===== src/rtl/uart_receiver.sv =====
// 8N1 UART receiver: two-flop input sync, mid-bit start validation,
// LSB-first data sampling at bit centres, stop-bit check, and a
// ready/read handshake with sticky overrun and framing-error flags.
module uart_receiver #(
    parameter int CLKS_PER_BIT = 1250,
    parameter int HALF_BIT     = CLKS_PER_BIT / 2
) (
    input  logic       i_Clk_12MHz,
    input  logic       i_Reset_n,
    input  logic       i_Rx,
    input  logic       i_Rd_En,
    output logic [7:0] o_Data_Out,
    output logic       o_Rx_Ready,
    output logic       o_Overrun,
    output logic       o_Frame_Err
);

    localparam int CNT_W = $clog2(CLKS_PER_BIT);
    localparam logic [CNT_W-1:0] CNT_LAST = CNT_W'(CLKS_PER_BIT - 1);
    localparam logic [CNT_W-1:0] CNT_HALF = CNT_W'(HALF_BIT - 1);

    typedef enum logic [2:0] {
        S_IDLE  = 3'd0,
        S_START = 3'd1,
        S_DATA  = 3'd2,
        S_STOP  = 3'd3,
        S_BREAK = 3'd4
    } state_t;

    state_t           state_q, state_d;
    logic             sync1_q, sync1_d;
    logic             rx_s_q, rx_s_d;     // synchronised line; every decision uses this
    logic [CNT_W-1:0] cnt_q, cnt_d;
    logic [2:0]       bit_idx_q, bit_idx_d;
    logic [7:0]       shift_q, shift_d;
    logic [7:0]       data_q, data_d;
    logic             ready_q, ready_d;
    logic             ovr_q, ovr_d;
    logic             fe_q, fe_d;

    // State register and all datapath flops; reset abandons any frame in flight.
    always_ff @(posedge i_Clk_12MHz) begin
        // NOTE: sequential state uses <= so every flop samples pre-edge values.
        if (!i_Reset_n) begin
            state_q   <= S_IDLE;
            sync1_q   <= 1'b1;
            rx_s_q    <= 1'b1;
            cnt_q     <= '0;
            bit_idx_q <= '0;
            shift_q   <= '0;
            data_q    <= '0;
            ready_q   <= 1'b0;
            ovr_q     <= 1'b0;
            fe_q      <= 1'b0;
        end else begin
            state_q   <= state_d;
            sync1_q   <= sync1_d;
            rx_s_q    <= rx_s_d;
            cnt_q     <= cnt_d;
            bit_idx_q <= bit_idx_d;
            shift_q   <= shift_d;
            data_q    <= data_d;
            ready_q   <= ready_d;
            ovr_q     <= ovr_d;
            fe_q      <= fe_d;
        end
    end

    // Next-state, bit timing, shifting and handshake flag logic.
    always_comb begin
        // NOTE: every _d gets a default first so no path can infer a latch.
        state_d   = state_q;
        sync1_d   = i_Rx;
        rx_s_d    = sync1_q;
        cnt_d     = '0;
        bit_idx_d = bit_idx_q;
        shift_d   = shift_q;
        data_d    = data_q;
        ready_d   = ready_q;
        ovr_d     = ovr_q;
        fe_d      = fe_q;

        // A read clears the flags; a same-cycle load or frame error below overrides.
        if (i_Rd_En) begin
            ready_d = 1'b0;
            ovr_d   = 1'b0;
            fe_d    = 1'b0;
        end

        case (state_q)
            S_IDLE: begin
                if (!rx_s_q) state_d = S_START;
            end
            S_START: begin
                if (cnt_q == CNT_HALF) begin
                    if (!rx_s_q) begin
                        state_d   = S_DATA;
                        bit_idx_d = '0;
                    end else begin
                        state_d = S_IDLE;   // too short to be a start bit
                    end
                end else begin
                    cnt_d = cnt_q + 1'b1;
                end
            end
            S_DATA: begin
                if (cnt_q == CNT_LAST) begin
                    shift_d   = {rx_s_q, shift_q[7:1]};
                    bit_idx_d = bit_idx_q + 1'b1;
                    if (bit_idx_q == 3'd7) state_d = S_STOP;
                end else begin
                    cnt_d = cnt_q + 1'b1;
                end
            end
            S_STOP: begin
                if (cnt_q == CNT_LAST) begin
                    if (rx_s_q) begin
                        data_d  = shift_q;
                        ready_d = 1'b1;
                        if (ready_q && !i_Rd_En) ovr_d = 1'b1;
                        state_d = S_IDLE;   // re-armed at mid-stop for back-to-back frames
                    end else begin
                        fe_d    = 1'b1;
                        state_d = S_BREAK;
                    end
                end else begin
                    cnt_d = cnt_q + 1'b1;
                end
            end
            S_BREAK: begin
                // Wait for the line to return high so a held-low line is not decoded as 8'h00s.
                if (rx_s_q) state_d = S_IDLE;
            end
            default: state_d = S_IDLE;
        endcase
    end

    assign o_Data_Out  = data_q;
    assign o_Rx_Ready  = ready_q;
    assign o_Overrun   = ovr_q;
    assign o_Frame_Err = fe_q;

endmodule


===== config.mk =====
export PLATFORM = sky130hd
export DESIGN_NAME = uart_receiver
export DESIGN_NICKNAME = d
export VERILOG_FILES = /design/src/rtl/uart_receiver.sv
export SDC_FILE = /design/constraint.sdc
export NUM_CORES = 1
export LEC_CHECK = 0
export ABC_AREA = 0
export CORE_ASPECT_RATIO = 0.9
export CORE_UTILIZATION = 60
export CTS_CLUSTER_SIZE = 30
export DETAILED_ROUTE_END_ITERATION = 7
export GPL_ROUTABILITY_DRIVEN = 1
export PLACE_DENSITY = 0.84
export SYNTH_ARGS = -nofsm -noshare
export SYNTH_HDL_FRONTEND = slang
export SYNTH_SLANG_ARGS = --single-unit
export TNS_END_PERCENT = 30

===== constraint.sdc =====
create_clock -name i_Clk_12MHz -period 3 [get_ports i_Clk_12MHz]
set_input_delay 0.9 -clock i_Clk_12MHz [delete_from_list [all_inputs] [get_ports i_Clk_12MHz]]
set_output_delay 0.9 -clock i_Clk_12MHz [all_outputs]
set_load 0.005 [all_outputs]

Word-level counts from Yosys, hierarchy flattened
Index checks and enable logic that the tools add are counted.

Register bits after elaboration: 38. Bits of input ports: 4. Output and inout port bits: 11. Logic and storage cells: 64.

$add $sub $neg: 2. Equal/unequal tests: 14. Multiplexer cells: 29. Reductions and logical operators: 9.

Operators by type and width (number): two-way mux 3 bit (10); two-way mux 11 bit (2); one-hot mux 11 bit (2 select lines) (1); one-hot mux 3 bit (5 select lines) (1); inequality test 2 bit (second input constant) (7); two-way mux 1 bit (13); adder 11 x 1 -> 11 bit (second input constant) (1); == test 11 x 10 -> 1 bit (second input constant) (1); == test 11 bit (second input constant) (1); == test 3 x 2 -> 1 bit (second input constant) (2); == test 3 bit (second input constant) (2); one-hot mux 3 bit (2 select lines) (1); AND reduction 6 bit (1); AND reduction 4 bit (1); adder 3 x 1 -> 3 bit (second input constant) (1); == test 3 x 1 -> 1 bit (second input constant) (1); zero test 3 bit (1); AND reduction 3 bit (1); two-way mux 2 bit (1); AND reduction 2 bit (1); nonzero test 2 bit (1); OR reduction 2 bit (1); logical AND 1 bit (1); zero test 1 bit (1).

Logic depth before layout (Yosys ltp)
Depth after elaboration: 6. Gate-level depth with buffers: 7. Gate-level depth less buffers: 6.

Worst setup path before layout
OpenSTA, ideal clock, no wires.

Kind: input to register. From: input port i_Reset_n. To: register cnt_q[10]. Library setup time: 0.064 ns. Arrival time: 1.607 ns. Required time: 2.936 ns. Setup slack: 1.329 ns. Cell stages on the path: 4. Buffers on the path: 1. Path through: or2b_2 o21bai_2 buf_6 nor2_1.

RTL lines: from (decl) (line 9) `input logic i_Reset_n,`; to (signal assigned) (line 59) `cnt_q <= cnt_d;`; to (decl) (line 33) `logic [CNT_W-1:0] cnt_q, cnt_d;`.

Worst setup path in the final report
From: register ready_q (netlist: o_Rx_Ready). To: output port o_Rx_Ready.

RTL lines: from (decl) (line 37) `logic ready_q, ready_d;`; from (signal assigned) (line 63) `ready_q <= ready_d;`; to (decl) (line 13) `output logic o_Rx_Ready,`.

No word-level cell between the ends.

==> metrics.yaml <==
core_area_um2: 2574
die_h_um: 52.45
ys_seq_elements: 38
wl_mm: 3.034
slew_viol_final: 0
synth_cell_types: 41
finish.instance_area_um2: 1924
worst_pin_slew_ps: 680.0
timing.rr.end: "bit_idx_q[1]"
antenna_cells: 0
hold_violations: 0
cts_made_buffers: 5
placed_cell_area_um2: 1847
gp_congestion: 0.7829
yosysWarnings: 0
ant_nets: 0
pwr_density_cell_nw_per_um2: 453.3
finalClockSkew_ps: 7.584
ir_drop_uv: 334.4
synth_top_area_frac: 0.4484
critical_path.cell_chain: "clkdlybuf4s50_1"
synth_fp_nets: 179
grt_max_degree: 30
syn_area_um2: 1697
drive_above_1_share: 0.1081
grt_pass1_vias: 1129
start_util: 0.6592
async_reset_ff_frac: 0
htreeDepth: 2
synthTopCellsByCount: "38 x dfxtp_1, 19 x nor2b_1, 17 x mux2i_1"
drt_first_pass_iters: 6
crit_family: "buffers and inverters"
rsz0062_at_grt: "false"
viasPerCell: 5.529
reg2reg_from: "cnt_q[0]"
grt_pass1_wl_mm: 5.202
slowest_delay_ps: 520
globalRouteMet3Util: 0.07407
post_drt_wl_per_cell_um: 13.61
crit_buf_inv: 1
critPathArrivalTime_ps: 1220
cts_setup_buffers: 0
worstPathRequired_ps: 2100
syn_area_per_cell_um2: 9.980
startpoint_type: "flip-flop"
die_x_um: 58.05
synthMostInstantiatedCell: "dfxtp_1"
setup_tns_ps: 0
overflow: 0
tritoncts: "yes"
cp_max_fo: 3
finalSetupViolations: 0
clock_latency_ps: 340
ctsResizeCount: 0
dpl.hpwl_mm: 2.091
final.min_clock_period_ps: 2125
io_buffers: 14
die_area_um2: 3044
synthCells: 170
max_cap_violations: 0
leakage_nw: 0.7213
clockRootBuffer: "clkbuf_4"
ys_top_cells_by_area: "dfxtp_1 45%, mux2i_1 10%, nor2b_1 7.0%"
fin_nets: 193
core.rowCount: 17
ioPinCount: 15
ff2ff_setup_slack_ps: 1040
timing.final.crit_share: 0.7083
status: "completed"
syn_to_final_growth_pct: 13.42
vias: 1233
worstHoldPathType: "flip-flop to flip-flop"
busiest_layer: "met2"
synth_ff_type: "dfxtp_1"
yosysTopAreaCell: "dfxtp_1"
hold_depth: 1
cts_hold_buf: 0
worstSetupPathType: "flip-flop to output pin"
holdCritStartpoint: "rx_s_d"
ff2ff_path_depth: 5
clk_pin_slew_ps: 110
drt_iter0_markers: 56
yosysSeqAreaShare: 0.4484
grtUsageTotal: 0.2346
relSlewSlack: 0.5453
clock_path_buffers: 2
grtUsageMet1: 0.2970
antenna_found_initial: 0
cts.sinks: 38
synth_edf_count: 0
hold_end: "rx_s_q"
drc: 0
max_freq_ghz: 0.4706
endpoint_kind: "output pin"
critPathSlowestCell: "clkdlybuf4s50_1"
gr-usage-met2: 0.3716
power breakdown:
part           leakage (nW)  switching, mW  total [mW]  internal, mW
logic                 0.370         0.0112      0.0240        0.0128
registers             0.307        0.00404       0.511         0.507
clock network        0.0450          0.165       0.338         0.173
total                 0.721          0.180       0.872         0.692
kinds of logic after synthesis:
kind of cell,after synthesis,share of synthesized area
xor+xnor,9,0.04646
simple gates,68,0.2441
mux,17,0.1003
fa+ha+maj,5,0.03687
compound gates,16,0.07744
buf+inv,17,0.04646
flops,38,0.4484
cells in the final DEF, fill, tap and decap left out, drive strengths merged, types with 3 or more instances in the layout:
cell type      Yosys  layout
xnor2              8       8
inv                9       9
nor2              16      16
nor2b             19      19
mux2i             17      17
ha                 5       5
clkdlybuf4s50      0      14
clkbuf             3       5
nand2              5       5
nand3              6       6
dfxtp             38      38
nor3               3       3
final cells by class:
| cell class | count | area, um2 |
|---|---|---|
| multi-input cells | 115 | 857.1 |
| flip-flops and latches | 38 | 760.7 |
| fillers | 173 | 649.4 |
| repair buffers | 15 | 147.6 |
| well taps | 38 | 47.55 |
| clock inverters | 3 | 40.04 |
| clock buffers | 5 | 37.54 |
| inverters | 9 | 33.78 |
per-layer routing:
metal | wire, um | part of all wire
met1 | 1387 | 0.46
met2 | 1470 | 0.48
met3 | 143 | 0.047
met4 | 32 | 0.011
met5 | 0 | 0
flip-flops by register name, indices dropped and copies added, names as in the netlist:
register / cells
cnt_q: 11
rx_s_d: 1
rx_s_q: 1
shift_q: 8
o_Frame_Err: 1
o_Rx_Ready: 1
bit_idx_q: 3
state_q: 3
o_Data_Out: 8
o_Overrun: 1
through the flow:
stage / power (mW) / hold WS (ps) / worst slack (ps) / cells / util
after global routing: 0.9057 / 452.0 / 786.1 / 223 / 0.7477
after floorplan: 0.5391 / 386.3 / 1329 / 170 / -
after global placement: 0.5448 / 398.3 / 823.0 / 215 / 0.7176
final: 0.8723 / 440.0 / 875.1 / 223 / 0.7477
after detailed placement: 0.5457 / 405.0 / 787.4 / 215 / 0.7176
after CTS: 0.8775 / 437.8 / 843.9 / 223 / 0.7477
how the worst max path moves through the flow:
stage	depth (start not counted)	slack (ps)	startpoint	to
3_5_place_dp	4	790	i_Reset_n	cnt_q[9]
2_1_floorplan	4	1330	i_Reset_n	cnt_q[10]
5_1_grt	1	790	o_Rx_Ready	o_Rx_Ready
3_3_place_gp	4	820	i_Reset_n	cnt_q[3]
4_1_cts	1	840	o_Rx_Ready	o_Rx_Ready
6_report	1	880	o_Rx_Ready	o_Rx_Ready
(Power assumes the default switching activity.)
